## src/rtl/riscv_boot_pkg.sv

```systemverilog
// Shared types and constants for the boot-time instruction memory loader.
package riscv_boot_pkg;

    localparam int unsigned BYTES_PER_WORD = 4;
    localparam int unsigned BYTE_W         = 8;
    localparam int unsigned WORD_W         = BYTES_PER_WORD * BYTE_W;
    localparam int unsigned LEN_W          = 16;
    localparam int unsigned BCNT_W         = $clog2(BYTES_PER_WORD);

    typedef enum logic [2:0] {
        ST_IDLE,
        ST_LEN_LO,
        ST_LEN_HI,
        ST_DATA,
        ST_WRITE,
        ST_CSUM,
        ST_DONE,
        ST_ERROR
    } loader_state_t;

endpackage

```

## src/rtl/imem_word_packer.sv

```systemverilog
// Packs accepted bytes little-endian into words and keeps the running XOR checksum.
module imem_word_packer
    import riscv_boot_pkg::*;
(
    input  logic              clk,
    input  logic              rst_n,
    input  logic              clear_i,
    input  logic              byte_en_i,
    input  logic [BYTE_W-1:0] byte_i,
    output logic              last_byte_o,
    output logic              word_ready_o,
    output logic [WORD_W-1:0] word_o,
    output logic [BYTE_W-1:0] csum_o
);

    logic [BCNT_W-1:0] cnt_q,   cnt_d;
    logic [WORD_W-1:0] word_q,  word_d;
    logic [BYTE_W-1:0] csum_q,  csum_d;
    logic              ready_q, ready_d;

    // New bytes enter at the top so byte 0 ends up in the low lane after a full word.
    always_comb begin
        cnt_d   = cnt_q;
        word_d  = word_q;
        csum_d  = csum_q;
        ready_d = 1'b0;
        if (clear_i) begin
            cnt_d  = '0;
            word_d = '0;
            csum_d = '0;
        end else if (byte_en_i) begin
            cnt_d   = cnt_q + BCNT_W'(1);
            word_d  = {byte_i, word_q[WORD_W-1:BYTE_W]};
            csum_d  = csum_q ^ byte_i;
            ready_d = (cnt_q == BCNT_W'(BYTES_PER_WORD - 1));
        end
    end

    always_ff @(posedge clk or negedge rst_n) begin
        if (!rst_n) begin
            cnt_q   <= '0;
            word_q  <= '0;
            csum_q  <= '0;
            ready_q <= 1'b0;
        end else begin
            cnt_q   <= cnt_d;
            word_q  <= word_d;
            csum_q  <= csum_d;
            ready_q <= ready_d;
        end
    end

    assign last_byte_o  = (cnt_q == BCNT_W'(BYTES_PER_WORD - 1));
    assign word_ready_o = ready_q;
    assign word_o       = word_q;
    assign csum_o       = csum_q;

endmodule

```

## src/rtl/imem_loader.sv

```systemverilog
// Boot loader: parses a length header, streams packed words into instruction memory,
// verifies the XOR checksum and releases the core only after a good load.
module imem_loader
    import riscv_boot_pkg::*;
#(
    parameter int unsigned DEPTH     = 256,
    parameter int unsigned AW        = $clog2(DEPTH),
    parameter bit          BOOT_HOLD = 1'b1
) (
    input  logic              clk,
    input  logic              rst_n,
    input  logic              start_i,
    input  logic [BYTE_W-1:0] rx_data_i,
    input  logic              rx_valid_i,
    output logic              rx_ready_o,
    output logic              mem_we_o,
    output logic [AW-1:0]     mem_waddr_o,
    output logic [WORD_W-1:0] mem_wdata_o,
    output logic              busy_o,
    output logic              done_o,
    output logic              error_o,
    output logic              cpu_hold_o,
    output logic [AW:0]       words_written_o
);

    loader_state_t     state_q, state_d;
    logic [LEN_W-1:0]  len_q, len_d;
    logic [AW:0]       idx_q, idx_d;
    logic [AW-1:0]     waddr_q, waddr_d;
    logic              rx_ready_q, rx_ready_d;
    logic              busy_q, busy_d;
    logic              done_q, done_d;
    logic              error_q, error_d;
    logic              cpu_hold_q, cpu_hold_d;

    logic              accept_c;
    logic              clear_c;
    logic              byte_en_c;
    logic [LEN_W-1:0]  len_hdr_c;
    logic              last_byte;
    logic              word_ready;
    logic [BYTE_W-1:0] csum;

    imem_word_packer u_packer (
        .clk          (clk),
        .rst_n        (rst_n),
        .clear_i      (clear_c),
        .byte_en_i    (byte_en_c),
        .byte_i       (rx_data_i),
        .last_byte_o  (last_byte),
        .word_ready_o (word_ready),
        .word_o       (mem_wdata_o),
        .csum_o       (csum)
    );

    // Next-state and registered-output decode; status outputs follow the state being entered.
    always_comb begin
        state_d   = state_q;
        len_d     = len_q;
        idx_d     = idx_q;
        waddr_d   = waddr_q;
        clear_c   = 1'b0;
        byte_en_c = 1'b0;
        accept_c  = rx_valid_i && rx_ready_q;
        len_hdr_c = {rx_data_i, len_q[BYTE_W-1:0]};

        case (state_q)
            ST_IDLE, ST_DONE, ST_ERROR: begin
                if (start_i) begin
                    state_d = ST_LEN_LO;
                    idx_d   = '0;
                    clear_c = 1'b1;
                end
            end
            ST_LEN_LO: begin
                if (accept_c) begin
                    len_d   = {{(LEN_W - BYTE_W){1'b0}}, rx_data_i};
                    state_d = ST_LEN_HI;
                end
            end
            ST_LEN_HI: begin
                if (accept_c) begin
                    len_d = len_hdr_c;
                    if ((len_hdr_c == '0) || (len_hdr_c > LEN_W'(DEPTH))) begin
                        state_d = ST_ERROR;
                    end else begin
                        state_d = ST_DATA;
                    end
                end
            end
            ST_DATA: begin
                if (accept_c) begin
                    byte_en_c = 1'b1;
                    if (last_byte) begin
                        state_d = ST_WRITE;
                        waddr_d = idx_q[AW-1:0];
                    end
                end
            end
            ST_WRITE: begin
                idx_d = idx_q + (AW+1)'(1);
                if ((LEN_W'(idx_q) + LEN_W'(1)) == len_q) begin
                    state_d = ST_CSUM;
                end else begin
                    state_d = ST_DATA;
                end
            end
            ST_CSUM: begin
                if (accept_c) begin
                    state_d = (rx_data_i == csum) ? ST_DONE : ST_ERROR;
                end
            end
            default: state_d = ST_IDLE;
        endcase

        rx_ready_d = (state_d inside {ST_LEN_LO, ST_LEN_HI, ST_DATA, ST_CSUM});
        busy_d     = (state_d inside {ST_LEN_LO, ST_LEN_HI, ST_DATA, ST_WRITE, ST_CSUM});
        done_d     = (state_d == ST_DONE);
        error_d    = (state_d == ST_ERROR);
        cpu_hold_d = cpu_hold_q;
        if (state_d == ST_DONE) begin
            cpu_hold_d = 1'b0;
        end else if (state_d != ST_IDLE) begin
            cpu_hold_d = 1'b1;
        end
    end

    always_ff @(posedge clk or negedge rst_n) begin
        if (!rst_n) begin
            state_q    <= ST_IDLE;
            len_q      <= '0;
            idx_q      <= '0;
            waddr_q    <= '0;
            rx_ready_q <= 1'b0;
            busy_q     <= 1'b0;
            done_q     <= 1'b0;
            error_q    <= 1'b0;
            cpu_hold_q <= BOOT_HOLD;
        end else begin
            state_q    <= state_d;
            len_q      <= len_d;
            idx_q      <= idx_d;
            waddr_q    <= waddr_d;
            rx_ready_q <= rx_ready_d;
            busy_q     <= busy_d;
            done_q     <= done_d;
            error_q    <= error_d;
            cpu_hold_q <= cpu_hold_d;
        end
    end

    assign rx_ready_o      = rx_ready_q;
    assign mem_we_o        = word_ready;
    assign mem_waddr_o     = waddr_q;
    assign busy_o          = busy_q;
    assign done_o          = done_q;
    assign error_o         = error_q;
    assign cpu_hold_o      = cpu_hold_q;
    assign words_written_o = idx_q;

endmodule
```

## config.mk

```make
export PLATFORM = sky130hd
export DESIGN_NAME = imem_loader
export DESIGN_NICKNAME = d
export VERILOG_FILES = /design/src/rtl/riscv_boot_pkg.sv /design/src/rtl/imem_word_packer.sv /design/src/rtl/imem_loader.sv
export SDC_FILE = /design/constraint.sdc
export NUM_CORES = 1
export LEC_CHECK = 0
export CORE_MARGIN = 10
export CORE_UTILIZATION = 40
export DETAILED_ROUTE_END_ITERATION = 16
export PLACE_DENSITY_LB_ADDON = 0.2
export SLEW_MARGIN = 15
export SYNTH_ARGS = -nofsm -noshare
export SYNTH_HDL_FRONTEND = slang
export SYNTH_SLANG_ARGS = --single-unit
```

## constraint.sdc

```tcl
create_clock -name clk -period 4.6 [get_ports clk]
set_input_delay 0.92 -clock clk [delete_from_list [all_inputs] [get_ports clk]]
set_output_delay 0.92 -clock clk [all_outputs]
set_load 0.05 [all_outputs]
```

Word-level counts from Yosys, hierarchy flattened
Cells that the tools add are included.
Storage, ports and cells
  register bits after elaboration: 84
  bits of input ports: 12
  output and inout port bits: 55
Operators by class
  add/subtract/negate cells: 3
  $lt $le $gt $ge: 1
  equality and inequality tests: 20
  mux-type cells: 29
  bitwise operators: 2
  reduce and logical (&&, ||, !) cells: 16
Operator list (count)
  $mux 32: 2
  $mux 16: 2
  $pmux 16 s2: 1
  $eq 3x3->1 const B: 8
  $mux 3: 8
  $pmux 3 s6: 1
  $pmux 9 s2: 1
  $eq 10x16->1: 1
  $gt 16x9->1 const B: 1
  $logic_not 16->1: 1
  $mux 8: 2
  $eq 3x2->1 const B: 4
  $add 9x1->10 const B: 1
  $add 9x1->9 const B: 1
  $mux 1: 9
  $mux 9: 1
  $reduce_and 3->1: 3
  $eq 8x8->1: 1
  $reduce_bool 2->1: 4
  $xor 8x8->8: 1
  $eq 3x1->1 const B: 2
  $ne 2x2->1 const B: 3
  $reduce_bool 5->1: 1
  $mux 2: 2
  10 further kinds: 10

Logic depth before layout (Yosys ltp)
Gate-level depths: netlist of the first run.
  word-level depth: 8
  depth in mapped cells: 7
  depth with buffers taken out: 6

Hierarchy
Synthesis of the first run repeated with hierarchy kept, for this count alone.
Second synthesis, totals
  cell total of the unflattened synthesis: 383
  area, all modules: 4127.7 sq um
Modules (own cells, without submodules)
  imem_loader: instances 1, cells an instance 234, area each 2275.9 sq um, seq. area each 1027.2 sq um
  imem_word_packer: instances 1, cells an instance 149, area each 1851.8 sq um, seq. area each 1076.0 sq um

Least setup slack after synthesis of the first run
Ideal clock, no wire load.
  kind: input -> register
  from: input rx_data_i[1]
  to: register rx_ready_q (netlist: rx_ready_o)
  setup time: 0.119 ns
  arrival: 2.002 ns
  setup slack: 2.480 ns
  cell stages on the path: 6
  path buffers: 0
  path through: xor2_1 > nor4_1 > a41oi_1 > a211oi_2 > inv_1 > o21a_1
On the way
  elaborated cells on any way between the ends: 14
RTL lines
  start: declaration: RTL line imem_loader.sv:13  | input logic [BYTE_W-1:0] rx_data_i,
  $eq 8x8->1 (*): RTL line imem_loader.sv:110  | state_d = (rx_data_i == csum) ? ST_DONE : ST_ERROR;
  $mux 1 (*): RTL line imem_loader.sv:110
  $mux 3 (*): RTL line imem_loader.sv:109  | if (accept_c) begin
  $pmux 3 s6 (*): RTL line imem_loader.sv:67  | case (state_q)
  via state_d[0]: RTL line imem_loader.sv:26  | loader_state_t state_q, state_d;
  $eq 3x1->1 (tied with other cells): RTL line imem_loader.sv:116  | rx_ready_d = (state_d inside {ST_LEN_LO, ST_LEN_HI, ST_DATA, ST_CSUM});
  $reduce_bool 4->1 (*): RTL line imem_loader.sv:116
  via rx_ready_d: RTL line imem_loader.sv:30  | logic rx_ready_q, rx_ready_d;
  end signal: assignment: RTL line imem_loader.sv:144  | rx_ready_q <= rx_ready_d;
  end: declaration: RTL line imem_loader.sv:30
Mark *: on every way through the listed nets, which the timed path passes. The rest lies on a longest branch.
A chain may end at the register's enable or synchronous reset.

Worst setup path in the final report of the first run
  from: register idx_q[4] (netlist: words_written_o[4])
  to: output words_written_o[4]
RTL lines
  start: declaration: RTL line imem_loader.sv:28  | logic [AW:0] idx_q, idx_d;
  start signal: assignment: RTL line imem_loader.sv:142  | idx_q <= idx_d;
  end: declaration: RTL line imem_loader.sv:23  | output logic [AW:0] words_written_o
No word-level cell between the ends.

==> metrics.md, run 1 <==
| Metric | Value |
|---|---|
| Clock Sinks | 84 |
| Synth unique cells | 54 |
| Fin crit share | 60.0% |
| CTS H-tree depth | 3 |
| Die area | ~14,000 um2 |
| Hold Fails Final Rpt | 0 |
| Flops & latches, synth | between 80 and 90 |
| Cell count after synthesis | around 400 |
| Gr usage total | between 10 and 15% |
| Critical path class | reg -> out |
| P_leak | 2.07 nW |
| Skew-Pair Late Insertion Delay | about 0.35 ns |
| PD cells | 649 nW/um2 |
| Post-DR vias/cell | between 5 and 6 |
| Worst endpoint required time | 3.68 ns |
| Critical path's largest stage delay | 0.89 ns |
| Worst Max-Slew Pin Slew | 0.923 ns |
| Area after DPL | ~4700 um2 |
| Maximum clock path buffer count | 2 |
| Largest net degree at the start of global routing | 61 |
| Hold WC Path Type | reg -> reg |
| Layout Skew | around 0.016 ns |
| Fin area | 4890 um2 |
| Post-CTS Resized | 0 |
| VDD IR max | 0.345 mV |
| Synth top area share | 52.7% |
| RSZ-0062 raised after global routing | false |
| Vias in the first global route | a little over 3,000 |
| Starting DRC count in detailed routing | 178 |
| Final #Nets | approximately 480 |
| Critical path launch point type | flip-flop |
| Wire per inst | 16.0 um |
| Final setup fails | 0 |
| Routed Antenna Nets | 0 |
| Setup crit end kind | output pin |
| Vias post-DR | 3,103 |
| Share of layout cells above drive strength 1 | about 9% |
| Worst Path Max Fanout | 13 |
| Drt first pass iters | 4 |
| Tmin final | 2.76 ns |
| Hold_buf cts | 0 |
| Fill count | 894 |
| Crit-path leading delay family | buffers and inverters |
| Aggregate routed wire length | 9620 um |
| Die width | 119 um |
| CTS Buf Count | 9 |
| Port bufs | 66 |
| Synthesis warning total | 0 |
| Clock-pin slew on the worst setup and hold paths | 0.09 ns |
| I/O pin count | 67 |
| Multi-input gate area | 1720 um2 |
| Post-synth top area cell | dfrtp_1 |
| N_diodes | 0 |
| P&R area growth vs syn | 24.0% |
| Total negative slack | 0 ns |
| CTS tree | yes |
| CTS root buffer | clkbuf_8 |
| Max_cap viols | 0 |
| Rel. slew slack | roughly two fifths |
| HPWL Detailed | roughly 6700 um |
| CORE AREA | 9680 um2 |
| Outcome | complete, no violations |
| Average cell area after synthesis | 9.69 um2 |
| EDFF count, synth | 0 |
| CP Buf/Inv Count | 1 |
| GPL Wtd Cong | 0.808 |
| FFs w/ async S/R, synth | between 90% and 100% |
| Initial antenna violation count | 0 |
| Fmax | 0.362 GHz |
| Slowest cell on the critical path | clkdlybuf4s50_1 |
| Area contributors post-synth | dfrtp_1 53%, nand2_1 9.3%, a21oi_1 4.8% |
| Die height | 119 um |
| # rows | 36 |
| Overflow after GRT | 0 |
| Critical path, cell by cell | clkdlybuf4s50_1 |
| First-pass GRT wire length | 15,800 um |
| Final max-slew violation count | 0 |
| Worst path arrival time | 1.84 ns |
| Register area | 2100 um2 |
| Post-synth net total | 421 |
| Post-CTS Setup Bufs | 0 |
| Starting Density | about two fifths |
| Primary FF master, synth | dfrtp_1 |
| Total power | 3.17 mW |
| Core Util, Final | 50.5% |
| Register area share after synthesis | 53.3% |
| Drt drc | 0 |
| Synth Cell Area | between 3000 and 4000 um2 |
[final timing paths]
check	cells past startpoint	startpoint	slack, ns	to
setup / recovery	1	words_written_o[4]	1.84	words_written_o[4]
hold / removal	1	len_q[14]	0.51	len_q[14]
setup reg to reg	5	state_q[2]	2.44	u_packer.word_o[12]
hold reg to reg	1	len_q[14]	0.51	len_q[14]
max in group asynchronous	2	rst_n	3.08	u_packer.word_o[28]
min in group asynchronous	1	rst_n	0.62	mem_waddr_o[6]
[per-stage QoR]
stage,instances,hold WS (ns),setup slack [ns]
floorplan,407,0.466,2.48
global placement,585,0.488,1.68
detailed placement,585,0.484,1.64
CTS,601,0.511,1.84
global route,601,0.523,1.77
finish,601,0.506,1.84
[cell type report]
class                           count  area share [%]
Multi-Input combinational cell    295            35.1
Clock inverter                      6            1.46
Inverter                            4           0.307
Timing Repair Buffer               69            13.9
Sequential cell                    84            43.0
Tap cell                          133            3.40
Clock buffer                       10            2.81
[registers in the layout, indices dropped and copies added, names as in the netlist, 2 cells and up]
register,flops
u_packer.cnt_q,2
len_q,16
u_packer.word_o,32
u_packer.csum_o,8
mem_waddr_o,8
state_q,3
words_written_o,9
[layout by cell type, fill, tap and decap left out, types with 3 or more instances in the layout]
cell and count:
nand2_1 98, dfrtp_1 83, clkdlybuf4s50_1 65, a21oi_1 38, nor2_1 23, o21ai_0 21, xor2_1 18, clkbuf_8 10
xnor2_1 9, nand3_1 8, a22o_1 8, mux2_2 8, nor4_1 5, inv_1 4, and3_1 4, nand4_1 4
nor3_1 4, clkinvlp_4 4, buf_4 4, a31oi_1 3, o31ai_1 3
[cell families (layout without fill, tap and decap cells)]
group                    count (synthesis)  after routing  share of synthesized area (%)
XOR/XNOR                                28             28                           6.57
flip-flops                              84             84                           53.3
buffers and inverters                   28             89                           3.21
AND/OR/NAND/NOR                        166            166                           19.1
AO/OA/AOI/OAI                           89             89                           14.3
multiplexers                            10             10                           2.79
adder cells (fa/ha/maj)                  2              2                          0.635
[synth_stat cells (2+ instances only)]
master	number
nand2_1	98
dfrtp_1	83
a21oi_1	38
nor2_1	24
o21ai_0	21
xor2_1	18
clkbuf_1	12
buf_2	11
xnor2_1	9
a22o_1	8
mux2_2	8
nand3_1	8
nor4_1	5
and3_1	4
inv_1	4
nand4_1	4
nor3_1	4
a31oi_1	3
o31ai_1	3
ha_1	2
mux2i_1	2
nor2b_1	2
o21ai_1	2
o41ai_1	2
or2_2	2
or3_1	2
[report_power, final]
part	total (mW)	leakage, nW	switching (mW)	internal (mW)
logic	1.44	0.862	0.933	0.511
clock network	0.551	0.0927	0.282	0.269
registers	1.18	1.12	0.214	0.964
total	3.17	2.07	1.43	1.74
[metal layers]
metal	track usage, %	part of all wire, %
met5	0	0
met4	4.35	0.92
met3	4.02	7.4
met2	20.4	46
met1	18.2	46
No activity file was read; power rests on OpenSTA's default activity.
==> inputs of run 2 (changes only) <==
==> constraint.sdc (replaced) <==
create_clock -name clk -period 2.2 [get_ports clk]
set_input_delay 0.44 -clock clk [delete_from_list [all_inputs] [get_ports clk]]
set_output_delay 0.44 -clock clk [all_outputs]
set_load 0.05 [all_outputs]
==> metrics.md, run 2 (same netlist as run 1, synthesis figures left out) <==
| Metric | Value |
|---|---|
| Outcome | complete, no violations |
| Hold Fails Final Rpt | 0 |
| Fmax | between 0.4 and 0.5 GHz |
| P_int | 3.93 mW |
| Drt first pass iters | 4 |
| VDD IR max | between 0.8 and 0.9 mV |
| Starting DRC count in detailed routing | 193 |
| HPWL Detailed | 7080 um |
| Worst Max-Slew Pin Slew | between 0.5 and 0.6 ns |
| Critical path, cell by cell | clkdlybuf4s50_1 |
| GPL Wtd Cong | 0.863 |
| Die height | 119 um |
| Max_cap viols | 0 |
| Critical path's largest stage delay | about 0.85 ns |
| Max reg flops | 32 |
| Initial antenna violation count | 0 |
| Sw power | 3.01 mW |
| Fin area | around 5000 um2 |
| RSZ-0062 raised after global routing | false |
| Gr usage total | 13.9% |
| Post-CTS Setup Bufs | 0 |
| Core Util, Final | 52.7% |
| Multi-input gate area | 1720 um2 |
| Drt drc | 0 |
| CTS tree | yes |
| Worst Path Max Fanout | 7 |
| PD cells | between 1000 and 1500 nW/um2 |
| Clock network power share | 18.6% |
| P_leak | 2.23 nW |
| Share of layout cells above drive strength 1 | 13.4% |
| Aggregate routed wire length | 9880 um |
| Clock Sinks | 84 |
| Die width | around 120 um |
| Sw Ratio | a little over two fifths |
| Critical path class | reg -> out |
| Tmin final | ~2.1 ns |
| Vias post-DR | 3,105 |
| Crit-path leading delay family | buffers and inverters |
| Final max-slew violation count | 0 |
| Final #Nets | 495 |
| Register area | around 2100 um2 |
| Starting Density | 40.7% |
| N_diodes | 0 |
| First-pass GRT wire length | 16,300 um |
| CORE AREA | 9680 um2 |
| Wire per inst | 16.0 um |
| Hold WS | 0.0199 ns |
| Most common cell after layout, fill and taps aside | nand2_1 |
| Critical path launch point type | flip-flop |
| Fill count | 882 |
| Commonest cells after routing, fill and taps aside | 98 x nand2_1, 83 x dfrtp_1, 59 x clkdlybuf4s50_1, 38 x a21oi_1, 23 x nor2_1 |
| Slowest cell on the critical path | clkdlybuf4s50_1 |
| Maximum clock path buffer count | 2 |
| Worst endpoint required time | 1.76 ns |
| Setup crit end kind | output pin |
| Rel. slew slack | 62.9% |
| Routed Antenna Nets | 0 |
| Total negative slack | 0 ns |
| Die area | 14,200 um2 |
| Layout Skew | around 0.011 ns |
| Skew-Pair Late Insertion Delay | 0.36 ns |
| Clock-pin slew on the worst setup and hold paths | 0.09 ns |
| Largest net degree at the start of global routing | 53 |
| Total power | 6.94 mW |
| CTS Buf Count | 9 |
| # rows | 36 |
| P&R area growth vs syn | 29.4% |
| CTS root buffer | clkbuf_8 |
| Final setup fails | 0 |
| Port bufs | between 60 and 70 |
| Hold_buf cts | 0 |
| Hold WC Path Type | in -> async |
| Fin crit share | 96.4% |
| CTS H-tree depth | 3 |
| Area after DPL | 4870 um2 |
| I/O pin count | 67 |
| Post-CTS Resized | 0 |
| Power share of the sequential group | 35.5% |
| Vias in the first global route | 3,156 |
| Worst path arrival time | 1.68 ns |
| Comb power frac | a little under half |
| CP Buf/Inv Count | 1 |
| Overflow after GRT | 0 |
| Post-DR vias/cell | 5.02 |
run 2: changes by cell type in the layout (fill, tap and decap cells not counted):
cell | before | now
clkbuf_8 | 10 | 12
clkinv_4 | 0 | 1
clkinvlp_4 | 4 | 0
dlymetal6s2s_1 | 0 | 1
bufinv_16 | 1 | 2
buf_4 | 4 | 22
buf_12 | 0 | 5
inv_8 | 1 | 0
clkdlybuf4s50_1 | 65 | 59
run 2: worst paths after layout:
path                                    start            endpoint  slack, ns  depth (start not counted)
min reg2reg                         len_q[11]           len_q[11]       0.51                          1
min in group clk                    len_q[11]           len_q[11]       0.51                          1
max                        words_written_o[7]  words_written_o[7]       0.08                          1
min                                     rst_n      mem_waddr_o[2]       0.02                          1
max reg2reg                words_written_o[0]          state_q[1]       0.22                          6
max in group asynchronous               rst_n          cpu_hold_o       1.52                          2
run 2: area by class of cell:
cell class,instances,share of cell area (%)
Tap cell,133,3.26
Clock buffer,12,3.24
Multi-Input combinational cell,295,33.6
Sequential cell,84,41.2
Timing Repair Buffer,87,17.0
Inverter,4,0.294
Clock inverter,3,1.35
run 2: power groups by stage:
stage          clock network, mW  registers [mW]  logic (mW)
3_5_place_dp                   0            2.49        3.21
3_3_place_gp                   0            2.49        3.17
2_1_floorplan                  0            3.28        1.31
6_report                    1.29            2.47        3.19
4_1_cts                     1.32            2.47        3.22
5_1_grt                     1.36            2.54        3.46
run 2: per-stage QoR:
step,cells,setup slack [ns]
5_1_grt,618,0.00414
2_1_floorplan,407,0.126
4_1_cts,618,0.0609
3_3_place_gp,603,0.0146
3_5_place_dp,603,-0.0478
6_report,618,0.0793
run 2: routing by layer:
| metal | vias to the layer above | wire (um) | share of wire [%] | track usage, % |
|---|---|---|---|---|
| li1 | 1542 | - | - | - |
| met2 | 57 | 4520 | 46 | 20.9 |
| met5 | - | 0 | 0 | 0 |
| met1 | 1500 | 4860 | 49 | 18.9 |
| met3 | 6 | 399 | 4.0 | 3.92 |
| met4 | 0 | 103 | 1.0 | 4.81 |
==> edit 1 (settings of run 2) <==
`word_q` no longer has a reset.
--- a/src/rtl/imem_word_packer.sv
+++ b/src/rtl/imem_word_packer.sv
@@ -39,15 +39,17 @@
     always_ff @(posedge clk or negedge rst_n) begin
         if (!rst_n) begin
             cnt_q   <= '0;
-            word_q  <= '0;
             csum_q  <= '0;
             ready_q <= 1'b0;
         end else begin
             cnt_q   <= cnt_d;
-            word_q  <= word_d;
             csum_q  <= csum_d;
             ready_q <= ready_d;
         end
+    end
+
+    always_ff @(posedge clk) begin
+        word_q <= word_d;
     end
 
     assign last_byte_o  = (cnt_q == BCNT_W'(BYTES_PER_WORD - 1));
Behaviour: differs if rst_n is asserted again (counterexample within 10 cycles, from zero or initial values and one cycle with rst_n low); with rst_n held inactive, the same outputs for 10 cycles.
==> edit 1 against run 2 <==
Highest routed layer unchanged. Design area decreased by 1.2%. The run now ends with setup timing left. Critical endpoint is now state_q[1]$_DFF_PN0_. Worst setup slack lost 0.16 ns. First-iteration DRC count decreased by 17%. Sequential share of layout area down 2.6 points. Routed wire length shrank 2.0%. Sequential cell count unchanged. Power fell by 1.3%. Area after synthesis fell by 5.4%.
==> edit 1: results (changes against run 2) <==
Pwr
The total leakage power is 2.18 nW (-2.1%). The worst ir drop on vdd was 0.543 mV (-34%).

Place
The global placer's final weighted congestion is 0.882 (+2.2%). The post-detailed-placement cell area is 0.00477 mm2 (-1.9%).

Finish
The post-route cell area was 0.00504 mm2 (-1.2%). The number of non-clock buffers came to 112 (+29%). The layout buffering overhead excluding clock cells was 20.2% (+3.2 points).

The layout net count is 519 (+4.8%). The count of non-CTS inverters in the layout was 3 (-1). The relative area of clock buffers and inverters in the final design came to 4.09% (-0.49 points).

Worst setup path
The source of the critical timing path is words_written_o[0]$_DFFE_PN0P_. The capturing instance or port of the critical path is state_q[1]$_DFF_PN0_.

Run status
The run finished, with violations left. The final reports fail on setup timing.

STA
The setup slack after layout was -0.0814 ns (-0.161 ns). The final clock skew was 0.00916 ns (-0.00135 ns). The count of endpoints failing setup in the final report is 6 (+6).

The transition time at the pin with the least slew margin is 0.658 ns (+0.106 ns). The worst hold slack across all endpoints was 0.203 ns (+0.183 ns). The highest achievable clock rate is 0.438 GHz (-7.0%).

Global routing
The met3 usage in global routing is 3.08% (-0.84 points). The met1 usage is 19.1% (+0.25 points).

Clocking
The number of instances resized during post-cts repair is 6 (+6).

Logic synthesis
The distinct cell type count after synthesis was 49 (-9.3%). The xor and xnor fraction of the mapped netlist area is 7.04% (+0.48 points). The post-synthesis async set-or-reset flop share was 61.9% (-38 points).

Routing
The routed length on met3 is 433 um (+8.5%). The routed length on met1 was 4280 um (-12%). The total detailed-routing wirelength is 9680 um (-2.0%).
[edit 1: metrics by stage]
stage / setup TNS, ns / power, mW / setup WS, ns
final: -0.394 / 6.85 / -0.0814
after global placement: -0.915 / 5.66 / -0.240
after global routing: -1.02 / 7.30 / -0.197
after floorplan: -0.907 / 4.62 / -0.225
after detailed placement: -1.35 / 5.73 / -0.292
after CTS: -0.290 / 6.89 / -0.0697
[edit 1: report_power, final]
group	internal [mW]	switching, mW
Clock	0.551	0.561
Sequential	2.06	0.415
Combinational	1.24	2.02
[edit 1: worst max-delay path: cells and delay by family (launching register included)]
kind / cells / cell delay (ns)
AO/OA/AOI/OAI: 4 / 0.55
adder cells (fa/ha/maj): 1 / 0.18
buffers and inverters: 3 / 0.45
flip-flops: 1 / 0.45
AND/OR/NAND/NOR: 2 / 0.55
==> edit 2 (config.mk and constraints of run 2) <==
Without the edit above. Set the package constant `BYTES_PER_WORD` to 2 (it was 4).
--- a/src/rtl/riscv_boot_pkg.sv
+++ b/src/rtl/riscv_boot_pkg.sv
@@ -1,7 +1,7 @@
 // Shared types and constants for the boot-time instruction memory loader.
 package riscv_boot_pkg;
 
-    localparam int unsigned BYTES_PER_WORD = 4;
+    localparam int unsigned BYTES_PER_WORD = 2;
     localparam int unsigned BYTE_W         = 8;
     localparam int unsigned WORD_W         = BYTES_PER_WORD * BYTE_W;
     localparam int unsigned LEN_W          = 16;
Interface: changed (resized mem_wdata_o); port bits go from 67 to 51. No check against the original RTL was run, so the function may have changed too.
==> edit 2 against run 2 <==
The run now ends with setup timing left. Hold slack improved by 0.091 ns. Largest power group unchanged. Clock skew increased by 0.00064 ns. Sequential power decreased by 21%. Power decreased by 16%. Design area decreased by 8.7%. Critical path type is now reg -> reg. Sequential cell count decreased by 17. Worst setup slack got worse by 0.58 ns. Area after synthesis decreased by 17%. Routed wire length decreased by 8.3%. Utilization increased by 7.0 points. Combinational power decreased by 12%. Non-clock buffer count increased by 38. Largest cell class unchanged.
==> edit 2: results (changes against run 2) <==
STA
The setup slack after layout is -0.503 ns (-0.582 ns). The transition time at the pin with the least slew margin came to 0.661 ns (+0.108 ns). The final clock skew is 0.0112 ns (+0.000643 ns). The count of endpoints failing setup in the final report is 6 (+6).

Run status
The run finished, with violations left. The final reports fail on setup timing.

Worst setup path
The biggest fanout along the worst timing path is 5 (-2). The cell type group with the largest total delay on the critical path is simple AND/OR/NAND/NOR gates.

Pwr
The worst ir drop on vdd is 0.636 mV (-22%).

Routing
The total detailed-routing wirelength is 9060 um (-8.3%). The average via count per standard cell was 5.18 (+3.0%). The number of DRC markers in iteration 0 is 116 (-40%). The wire length per cell after detailed routing was 15.9 um (-0.60%).

Global routing
The overall fraction of global-route tracks in use was 15.7% (+1.8 points). The maximum number of pins on one net before global-route repair is 32 (-40%). The wire length of the first global-routing pass is 15000 um (-7.9%).

Finish
The share of cells above drive strength 1 was 27.1% (+14 points). The final-layout fill cell count is 715 (-19%).

Logic synthesis
Ranked by total cell area, the synthesized netlist is headed by sky130_fd_sc_hd__dfrtp_1 (51%), sky130_fd_sc_hd__nand2_1 (8.4%), sky130_fd_sc_hd__xor2_1 (5.1%). The average footprint of a synthesized cell is 9.49 um2 (-2.0%). Ranked by instance count, the synthesized netlist is headed by sky130_fd_sc_hd__nand2_1 (73), sky130_fd_sc_hd__dfrtp_1 (66), sky130_fd_sc_hd__nor2_1 (26), sky130_fd_sc_hd__a21oi_1 (24), sky130_fd_sc_hd__xor2_1 (19). The distinct cell type count after synthesis was 52 (-3.7%). The net count after synthesis came to 356 (-15%).

The share of synthesized area occupied by flip-flops and latches is 51.5% (-1.8 points).

Place
The number of buffers inserted by port buffering is 50 (-24%). The number of cells after detailed placement is 551 (-8.6%).

Clocking
The number of instances resized during post-cts repair is 4 (+4).
## edit 2: cell types whose count changed after synthesis, sizes merged, moves of 2 or more
cell / before / now
nor4: 6 / 8
dfrtp: 83 / 66
nand2: 98 / 73
or4: 0 / 2
nand3: 9 / 18
o21ai: 23 / 12
a221o: 0 / 2
clkbuf: 12 / 10
and3: 4 / 2
a31oi: 3 / 0
nand4: 4 / 2
buf: 12 / 6
a21oi: 39 / 24
## edit 2: power breakdown
| part | switching, mW | internal, mW |
|---|---|---|
| Sequential | 0.319 | 1.64 |
| Combinational | 1.61 | 1.19 |
| Clock | 0.536 | 0.528 |
| Total | 2.46 | 3.36 |
## edit 2: cell families after synthesis
family / count (synthesis) / synth area share, %
fa+ha+maj: 1 / 0.384
simple gates: 152 / 21.8
compound gates: 67 / 13.6
buf+inv: 21 / 2.69
mux: 8 / 2.73
flops: 67 / 51.5
xor+xnor: 27 / 7.26
## edit 2: final cells by class
class | instances | area share (%)
Clock buffer | 9 | 2.66
Clock inverter | 7 | 1.64
Inverter | 5 | 0.403
Multi-Input combinational cell | 255 | 33.4
Sequential cell | 67 | 36.3
Tap cell | 102 | 2.74
Timing Repair Buffer | 125 | 22.8
## edit 2: path summary, 6_finish.rpt
path	startpoint	slack, ns	depth (start not counted)	endpoint
setup / recovery	len_q[11]$_DFFE_PN0P_	-0.50	7	busy_o$_DFF_PN0_
setup reg to reg	len_q[11]$_DFFE_PN0P_	-0.50	7	busy_o$_DFF_PN0_
min in group clk	mem_waddr_o[5]$_DFFE_PN0P_	0.48	2	mem_waddr_o[5]$_DFFE_PN0P_
hold / removal	rst_n	0.11	1	mem_waddr_o[7]$_DFFE_PN0P_
max in group asynchronous	rst_n	1.48	2	u_packer.word_o[0]$_DFFE_PN0P_
hold reg to reg	mem_waddr_o[5]$_DFFE_PN0P_	0.48	2	mem_waddr_o[5]$_DFFE_PN0P_
## edit 2: layer usage
| metal | share of wire, % | wire length, um | track usage (%) | up-vias |
|---|---|---|---|---|
| met5 | 0 | 0 | 0 | - |
| met4 | 2.3 | 208 | 7.25 | 0 |
| met3 | 6.0 | 543 | 3.02 | 16 |
| met2 | 47 | 4280 | 24.4 | 86 |
| met1 | 44 | 4030 | 20.7 | 1404 |
| li1 | - | - | - | 1444 |
## edit 2: stage by stage
step	utilization, %	total power [mW]	instance area, um2	hold WS [ns]
finish	59.7	5.82	4660	0.111
global route	59.7	6.18	4660	0.167
global placement	56.7	4.67	4430	0.462
CTS	59.6	5.84	4650	0.128
floorplan	-	3.67	3340	0.144
detailed placement	56.7	4.73	4430	0.470
